File: config.mk
export PLATFORM = sky130hd
export DESIGN_NAME = tile_ram_cmd_ctrl
export DESIGN_NICKNAME = d
export VERILOG_FILES = /design/src/rtl/tile_ram_cmd_ctrl_pkg.sv /design/src/rtl/tile_fill_engine.sv /design/src/rtl/tile_ram_cmd_ctrl.sv
export SDC_FILE = /design/constraint.sdc
export NUM_CORES = 1
export LEC_CHECK = 0
export ABC_AREA = 1
export BUFFER_PORTS_ARGS = -buffer_cell sky130_fd_sc_hd__buf_2
export CAP_MARGIN = 20
export CORE_ASPECT_RATIO = 0.9
export CORE_MARGIN = 3
export CORE_UTILIZATION = 55
export CTS_BUF_LIST = sky130_fd_sc_hd__clkbuf_4 sky130_fd_sc_hd__clkbuf_8
export DETAILED_ROUTE_END_ITERATION = 6
export PLACE_DENSITY_LB_ADDON = 0.2
export SYNTH_ARGS = -nofsm -noshare
export SYNTH_HDL_FRONTEND = slang
export SYNTH_HIERARCHICAL = 1
export SYNTH_SLANG_ARGS = --single-unit
File: constraint.sdc
create_clock -name clk -period 5.07 [get_ports clk]
set_clock_uncertainty 0.2 [all_clocks]
set_input_delay 1.014 -clock clk [delete_from_list [all_inputs] [get_ports clk]]
set_output_delay 1.014 -clock clk [all_outputs]
set_load 0.02 [all_outputs]
File: src/rtl/tile_ram_cmd_ctrl_pkg.sv
// Shared opcodes, sequencer states and RAM geometry for the tile RAM command path.
package tile_ram_cmd_ctrl_pkg;
  localparam logic [7:0] OP_WRITE = 8'h01;
  localparam logic [7:0] OP_FILL  = 8'h02;
  localparam logic [7:0] OP_CLEAR = 8'h03;
  localparam int TILE_DEPTH = 1024;

  typedef enum logic [3:0] {
    IDLE, A_HI, A_LO, C_HI, C_LO, VAL, WDATA, RUN, DRAIN
  } state_t;
endpackage

File: src/rtl/tile_fill_engine.sv
// Write engine: wrapping address counter, saturating remaining-count, blanking gate.
// Single WRITE bytes and multi-cycle FILL/CLEAR runs share the registered ram_* outputs.
module tile_fill_engine #(
  parameter int ADDR_W  = 10,
  parameter bit GATE_EN = 1'b1
) (
  input  logic              clk,
  input  logic              rst,
  input  logic              wr_allow,
  input  logic              ld_addr,
  input  logic              ld_cnt,
  input  logic              ld_val,
  input  logic              ld_clear,
  input  logic              wr_one,
  input  logic              run,
  input  logic [7:0]        hi,
  input  logic [7:0]        din,
  output logic              ram_we,
  output logic [ADDR_W-1:0] ram_waddr,
  output logic [7:0]        ram_din,
  output logic              rem_zero,
  output logic              done
);
  localparam int CW = ADDR_W + 1;
  localparam logic [CW-1:0] DEPTH = CW'(1) << ADDR_W;

  logic [ADDR_W-1:0] addr;
  logic [CW-1:0]     rem;
  logic [7:0]        val;
  logic [10:0]       raw_cnt;
  logic [CW-1:0]     sat_cnt;
  logic              fire;

  assign raw_cnt  = {hi[2:0], din};
  assign sat_cnt  = ({21'd0, raw_cnt} > 32'(DEPTH)) ? DEPTH : CW'(raw_cnt);
  assign rem_zero = (rem == '0);
  assign fire     = run && (!GATE_EN || wr_allow) && !rem_zero;
  assign done     = fire && (rem == CW'(1));

  always_ff @(posedge clk or negedge rst) begin
    if (!rst) begin
      ram_we    <= 1'b0;
      ram_waddr <= '0;
      ram_din   <= '0;
      addr      <= '0;
      rem       <= '0;
      val       <= '0;
    end else begin
      ram_we <= fire || wr_one;
      if (ld_clear) begin
        addr <= '0;
        rem  <= DEPTH;
        val  <= 8'h00;
      end else begin
        if (ld_addr) addr <= ADDR_W'({hi, din});
        if (ld_cnt)  rem  <= sat_cnt;
        if (ld_val)  val  <= din;
      end
      // WRITE gating is decided upstream through in_ready, so wr_one is unconditional
      if (wr_one) begin
        ram_waddr <= addr;
        ram_din   <= din;
        addr      <= addr + ADDR_W'(1);
      end else if (fire) begin
        ram_waddr <= addr;
        ram_din   <= val;
        addr      <= addr + ADDR_W'(1);
        rem       <= rem - CW'(1);
      end
    end
  end
endmodule

File: src/rtl/tile_ram_cmd_ctrl.sv
// Packet-level command sequencer for the tile RAM write port: parses WRITE/FILL/CLEAR
// packets from the decoded byte stream and drives the fill engine during blanking.
module tile_ram_cmd_ctrl
  import tile_ram_cmd_ctrl_pkg::*;
#(
  parameter int ADDR_W  = $clog2(TILE_DEPTH),
  parameter bit GATE_EN = 1'b1
) (
  input  logic              clk,
  input  logic              rst,
  input  logic              in_valid,
  input  logic [7:0]        in_data,
  input  logic              in_last,
  output logic              in_ready,
  input  logic              wr_allow,
  output logic              ram_we,
  output logic [ADDR_W-1:0] ram_waddr,
  output logic [7:0]        ram_din,
  output logic              err,
  output logic              busy,
  output logic [7:0]        cmd_count
);
  state_t     state, nstate;
  logic       rdy_en, op_wr, good, good_n, derr, derr_n, err_n, inc;
  logic [7:0] hi;
  logic       hi_ld, op_ld, ld_addr, ld_cnt, ld_val, ld_clear, wr_one;
  logic       rem_zero, done, acc;

  // in_ready stays low for the first cycle after reset release
  always_comb begin
    in_ready = 1'b0;
    if (rdy_en) begin
      case (state)
        RUN:     in_ready = 1'b0;
        WDATA:   in_ready = !GATE_EN || wr_allow;
        default: in_ready = 1'b1;
      endcase
    end
  end

  assign acc  = in_valid && in_ready;
  assign busy = (state == RUN);

  always_comb begin
    nstate   = state;
    err_n    = 1'b0;
    inc      = 1'b0;
    good_n   = good;
    derr_n   = derr;
    hi_ld    = 1'b0;
    op_ld    = 1'b0;
    ld_addr  = 1'b0;
    ld_cnt   = 1'b0;
    ld_val   = 1'b0;
    ld_clear = 1'b0;
    wr_one   = 1'b0;
    case (state)
      IDLE: if (acc) begin
        op_ld = 1'b1;
        if (in_data == OP_WRITE || in_data == OP_FILL) begin
          if (in_last) err_n = 1'b1;
          else         nstate = A_HI;
        end else if (in_data == OP_CLEAR && in_last) begin
          ld_clear = 1'b1;
          good_n   = 1'b1;
          nstate   = RUN;
        end else begin
          err_n  = 1'b1;
          derr_n = 1'b0;
          if (!in_last) nstate = DRAIN;
        end
      end
      A_HI, A_LO, C_HI, C_LO: if (acc) begin
        if (in_last) begin
          err_n  = 1'b1;
          nstate = IDLE;
        end else begin
          case (state)
            A_HI: begin hi_ld = 1'b1; nstate = A_LO; end
            A_LO: begin ld_addr = 1'b1; nstate = op_wr ? WDATA : C_HI; end
            C_HI: begin hi_ld = 1'b1; nstate = C_LO; end
            default: begin ld_cnt = 1'b1; nstate = VAL; end
          endcase
        end
      end
      // A FILL without in_last on VAL still runs; the trailing bytes are drained with an error
      VAL: if (acc) begin
        ld_val = 1'b1;
        good_n = in_last;
        if (!rem_zero) nstate = RUN;
        else if (in_last) begin
          inc    = 1'b1;
          nstate = IDLE;
        end else begin
          derr_n = 1'b1;
          nstate = DRAIN;
        end
      end
      WDATA: if (acc) begin
        wr_one = 1'b1;
        if (in_last) begin
          inc    = 1'b1;
          nstate = IDLE;
        end
      end
      RUN: if (done) begin
        if (good) begin
          inc    = 1'b1;
          nstate = IDLE;
        end else begin
          derr_n = 1'b1;
          nstate = DRAIN;
        end
      end
      DRAIN: if (acc && in_last) begin
        err_n  = derr;
        nstate = IDLE;
      end
      default: nstate = IDLE;
    endcase
  end

  always_ff @(posedge clk or negedge rst) begin
    if (!rst) begin
      state     <= IDLE;
      rdy_en    <= 1'b0;
      hi        <= '0;
      op_wr     <= 1'b0;
      good      <= 1'b0;
      derr      <= 1'b0;
      err       <= 1'b0;
      cmd_count <= '0;
    end else begin
      state     <= nstate;
      rdy_en    <= 1'b1;
      good      <= good_n;
      derr      <= derr_n;
      err       <= err_n;
      cmd_count <= cmd_count + {7'd0, inc};
      if (hi_ld) hi    <= in_data;
      if (op_ld) op_wr <= (in_data == OP_WRITE);
    end
  end

  tile_fill_engine #(.ADDR_W(ADDR_W), .GATE_EN(GATE_EN)) u_eng (
    .clk       (clk),
    .rst       (rst),
    .wr_allow  (wr_allow),
    .ld_addr   (ld_addr),
    .ld_cnt    (ld_cnt),
    .ld_val    (ld_val),
    .ld_clear  (ld_clear),
    .wr_one    (wr_one),
    .run       (busy),
    .hi        (hi),
    .din       (in_data),
    .ram_we    (ram_we),
    .ram_waddr (ram_waddr),
    .ram_din   (ram_din),
    .rem_zero  (rem_zero),
    .done      (done)
  );
endmodule

==> impl_metrics.json, run 1 <==
{
  "layout.nets": 614,
  "r2r-end": "u_eng/rem[1]",
  "maxSlewHeadroom_pct": 41.7,
  "dp_slack_ns": 1.70,
  "start_kind": "primary input",
  "die_h_um": 87.9,
  "first_pass_iters": 5,
  "drive_above_1_share_pct": 17.5,
  "leakagePower_nw": 2.50,
  "clkTransAtPathRegs_ns": 0.08,
  "period_share_pct": 60.5,
  "overflow": 0,
  "grt_pass1_wl_mm": 15.6,
  "min_period_ns": 3.07,
  "antenna_found_initial": 0,
  "outcome": "complete, no violations",
  "num_io_pins": 43,
  "wire_per_inst_um": 13.3,
  "cts_hold_buf": 0,
  "cp_max_fo": 11,
  "dp_hpwl_mm": 6.91,
  "reg2reg_depth": 11,
  "finalSetupViolCount": 0,
  "core_um2": 7150,
  "final_cell_mix": "nand2_1, dfrtp_1, inv_1",
  "antennaDiodeCount": 0,
  "drt-total-wl_mm": 9.24,
  "start_util_pct": 57.3,
  "routed_via_density": 5.23,
  "final_common_cell": "nand2_1",
  "power_density_nw_per_um2": 293,
  "worstHoldStart": "cmd_count[7]",
  "r2r-start": "state[0]",
  "avgSynthCellArea_um2": 7.39,
  "die_area_um2": 8520,
  "track_usage_pct": 22.7,
  "cts_setup_buffers": 0,
  "whs_path_depth": 1,
  "cts_sinks": 68,
  "arrival_ns": 3.15,
  "hold_class": "flip-flop to flip-flop",
  "ctsResizeCount": 0,
  "insertion_delay_ns": 0.34,
  "slew_viol_final": 0,
  "crit_required_ns": 5.15,
  "finalSetupTns_ns": 0,
  "fin_ws_ns": 2.00,
  "cp-end-kind": "flip-flop",
  "critPathKind": "primary input to flip-flop",
  "fp-row-count": 29,
  "htree_levels": 3,
  "r2r_setup_slack_ns": 2.09,
  "ys.warnings.count": 6,
  "whs_ns": 0.276,
  "drt_iter0_markers": 299,
  "drtAntennaViolNets": 0,
  "syn-cell-area_um2": 4090,
  "rsz0062_at_grt": "no",
  "port_buffers": 42,
  "grt_pass1_vias": 3302,
  "cts_tree": "built",
  "max_cap_violations": 0,
  "cts_buffers": 9,
  "synth_cells": 554,
  "drc": 0,
  "max_freq_mhz": 326,
  "utilization_pct": 63.4,
  "place_congestion": 0.943,
  "min_to": "cmd_count[7]",
  "finalHoldViolations": 0,
  "cts_buffer_depth": 2,
  "dieWidth_um": 96.9,
  "clock-root-buffer": "clkbuf_8",
  "routed-via-count": 3630,
  "synth_nets": 572,
  "grt_max_degree": 45,
  "areaGrowthSynthToFinish_pct": 10.7,
  "ir_worst_vdd_uv": 167,
  "worst_slew_pin_slew_ns": 0.867
}
==> registers in the layout, summed over array words and instances, names as in the netlist <==
name and flops:
u_eng/rem 11, u_eng/addr 10, u_eng/ram_waddr 10, cmd_count 8
u_eng/ram_din 8, u_eng/val 8, state 4, hi 3
derr 1, err 1, good 1, op_wr 1
rdy_en 1, u_eng/ram_we 1
==> through the flow <==
stage / cell area [µm²] / power, mW / cells
CTS: 4510 / 1.34 / 693
detailed placement: 4310 / 0.890 / 677
floorplan: 4090 / 0.814 / 554
global placement: 4310 / 0.883 / 677
finish: 4530 / 1.33 / 694
global route: 4530 / 1.41 / 694
==> worst max path at each step <==
stage,start,to,cells past startpoint
after floorplan,wr_allow,cmd_count[6],13
after global placement,wr_allow,u_eng/rem[7],11
after detailed placement,wr_allow,u_eng/rem[1],11
after CTS,wr_allow,u_eng/rem[1],11
after global routing,wr_allow,u_eng/rem[9],11
final,wr_allow,u_eng/rem[1],11
==> power by group <==
group / internal, mW / switching (mW) / total (mW)
combinational: 0.0944 / 0.198 / 0.292
clock: 0.229 / 0.215 / 0.444
sequential: 0.564 / 0.0285 / 0.592
total: 0.887 / 0.442 / 1.33
==> area by class of cell <==
class                   count  area, µm²
fillers                   657       2620
well taps                  93        116
inverters                  64        240
clock buffers               9        124
repair buffers             44        238
multi-input cells         409       2040
flip-flops and latches     68       1700
clock inverters             7       75.1
==> worst max-delay path: stages <==
cell and delay [ns]:
buf_2 0.09, inv_1 0.04, nand3_2 0.09, nand3_2 0.19, nor2_1 0.63, inv_1 0.43, nand3_4 0.22, nand2_1 0.11
inv_2 0.15, nand2_1 0.09, nand2_1 0.07
==> routing by layer <==
layer,vias to the layer above,wire length [µm],part of all wire [%],GRT usage (%)
met1,1676,4350,47,31.4
met3,6,633,6.9,5.41
met2,127,4200,45,36.8
li1,1821,-,-,-
met4,0,55,0.60,5.61
met5,-,0,0,0
Note: power is estimated with default switching activity, not from simulation.
==> run 2: changes to the inputs <==
==> constraint.sdc (replaced) <==
create_clock -name clk -period 3.1 [get_ports clk]
set_clock_uncertainty 0.2 [all_clocks]
set_input_delay 0.62 -clock clk [delete_from_list [all_inputs] [get_ports clk]]
set_output_delay 0.62 -clock clk [all_outputs]
set_load 0.02 [all_outputs]
==> run 2 against run 1 <==
  * Via count up 2.8%
  * Core utilization up 0.46 points
  * Clock-buffer cell count up 1
  * Critical endpoint is now cmd_count[6]
  * Clock power up 63%
==> impl_metrics.json, run 2 (synthesized netlist as in run 1, its figures left out) <==
{
  "outcome": "complete, no violations",
  "grt_max_degree": 42,
  "critPathKind": "flip-flop to flip-flop",
  "largest_reg_flops": 11,
  "max_cap_violations": 0,
  "insertion_delay_ns": 0.33,
  "min_period_ns": 2.80,
  "port_buffers": 42,
  "drt_iter0_markers": 272,
  "core_um2": 7150,
  "arrival_ns": 2.82,
  "cts_sinks": 68,
  "first_pass_iters": 5,
  "routed-via-count": 3730,
  "wire_per_inst_um": 13.8,
  "power_density_nw_per_um2": 477,
  "start_util_pct": 57.3,
  "drc": 0,
  "start_kind": "flip-flop",
  "track_usage_pct": 23.4,
  "r2r-end": "cmd_count[6]",
  "ir_worst_vdd_uv": 256,
  "cts_hold_buf": 0,
  "antenna_found_initial": 0,
  "top_regs": "u_eng/rem x11, u_eng/addr x10, u_eng/ram_waddr x10",
  "rsz0062_at_grt": "no",
  "cp-end-kind": "flip-flop",
  "drtAntennaViolNets": 0,
  "r2r-start": "state[0]",
  "clkTransAtPathRegs_ns": 0.07,
  "largest-register": "u_eng/rem",
  "fp-row-count": 29,
  "num_io_pins": 43,
  "hold_class": "primary input to async pin",
  "drt-total-wl_mm": 9.62,
  "layout.nets": 618,
  "utilization_pct": 63.9,
  "cts_buffer_depth": 2,
  "cts_buffers": 9,
  "dieWidth_um": 96.9,
  "htree_levels": 3,
  "final_cell_mix": "nand2_1, dfrtp_1, inv_1",
  "worst_slew_pin_slew_ns": 0.693,
  "multi_input_area_um2": 2040,
  "max_freq_mhz": 357,
  "grt_pass1_wl_mm": 16.3,
  "final_common_cell": "nand2_1",
  "finalHoldViolations": 0,
  "areaGrowthSynthToFinish_pct": 11.5,
  "grt_pass1_vias": 3520,
  "drive_above_1_share_pct": 18.0,
  "cp_max_fo": 11,
  "cts_setup_buffers": 0,
  "crit_required_ns": 3.12,
  "ctsResizeCount": 0,
  "clock-root-buffer": "clkbuf_8",
  "nFillCells": 668,
  "antennaDiodeCount": 0,
  "routed_via_density": 5.34,
  "place_congestion": 0.954,
  "finalSetupTns_ns": 0,
  "r2r_setup_slack_ns": 0.30,
  "period_share_pct": 90.4,
  "overflow": 0,
  "die_h_um": 87.9,
  "finalSetupViolCount": 0,
  "reg2reg_depth": 14,
  "die_area_um2": 8520,
  "maxSlewHeadroom_pct": 53.8,
  "dp_hpwl_mm": 7.16,
  "cts_tree": "built",
  "slew_viol_final": 0,
  "leakagePower_nw": 2.53,
  "seqCellArea_um2": 1700
}
## run 2: changes by cell type in the layout (fill, tap and decap cells not counted), sizes merged
cell      previous run  this run
buf                 44        48
clkinv               1         3
inv                 66        64
clkbuf               9        10
clkinvlp             3         2
## run 2: critical path, cell delays in order (launching register included)
cell and delay (ns):
dfrtp_1 0.47, nand2_2 0.14, nor2_4 0.23, nand2_1 0.10, inv_1 0.24, nand2_4 0.17
nor2_1 0.13, inv_1 0.07, o22ai_1 0.19, ha_1 0.21, ha_1 0.18, nand2_1 0.07
inv_1 0.07, nand4_1 0.09, xnor2_1 0.14
## run 2: power by group
part	total (mW)	internal (mW)	switching, mW
combinational	0.484	0.154	0.331
clock	0.725	0.392	0.333
sequential	0.968	0.922	0.0458
total	2.18	1.47	0.709
## run 2: layout make-up
class / count / area share (%)
clock buffers: 10 / 3.01
clock inverters: 6 / 1.40
inverters: 64 / 5.26
multi-input cells: 409 / 44.6
flip-flops and latches: 68 / 37.3
well taps: 93 / 2.55
repair buffers: 48 / 5.86
## run 2: routing by layer
layer	global-route usage, %	vias to the layer above	wire, µm
li1	-	1835	-
met1	31.8	1740	4530
met3	4.46	19	483
met2	38.8	136	4440
met5	0	-	0
met4	6.89	0	176
## run 2: worst max-delay path by stage
stage / slack [ns] / depth (start not counted) / endpoint / startpoint
floorplan: 0.53 / 16 / cmd_count[6] / state[3]
global placement: 0.42 / 14 / cmd_count[6] / state[0]
detailed placement: 0.33 / 14 / cmd_count[6] / state[0]
CTS: 0.31 / 14 / cmd_count[6] / state[0]
global route: 0.11 / 14 / cmd_count[6] / state[0]
finish: 0.30 / 14 / cmd_count[6] / state[0]
## run 2: metrics by stage
stage | total power [mW] | cells | hold slack, ns | instance area [µm²] | setup slack [ns]
after CTS | 2.19 | 698 | 0.134 | 4570 | 0.314
after global routing | 2.30 | 698 | 0.156 | 4570 | 0.107
final | 2.18 | 698 | 0.127 | 4570 | 0.297
after floorplan | 1.33 | 554 | 0.124 | 4090 | 0.530
after global placement | 1.45 | 682 | 0.249 | 4360 | 0.424
after detailed placement | 1.46 | 682 | 0.256 | 4360 | 0.326
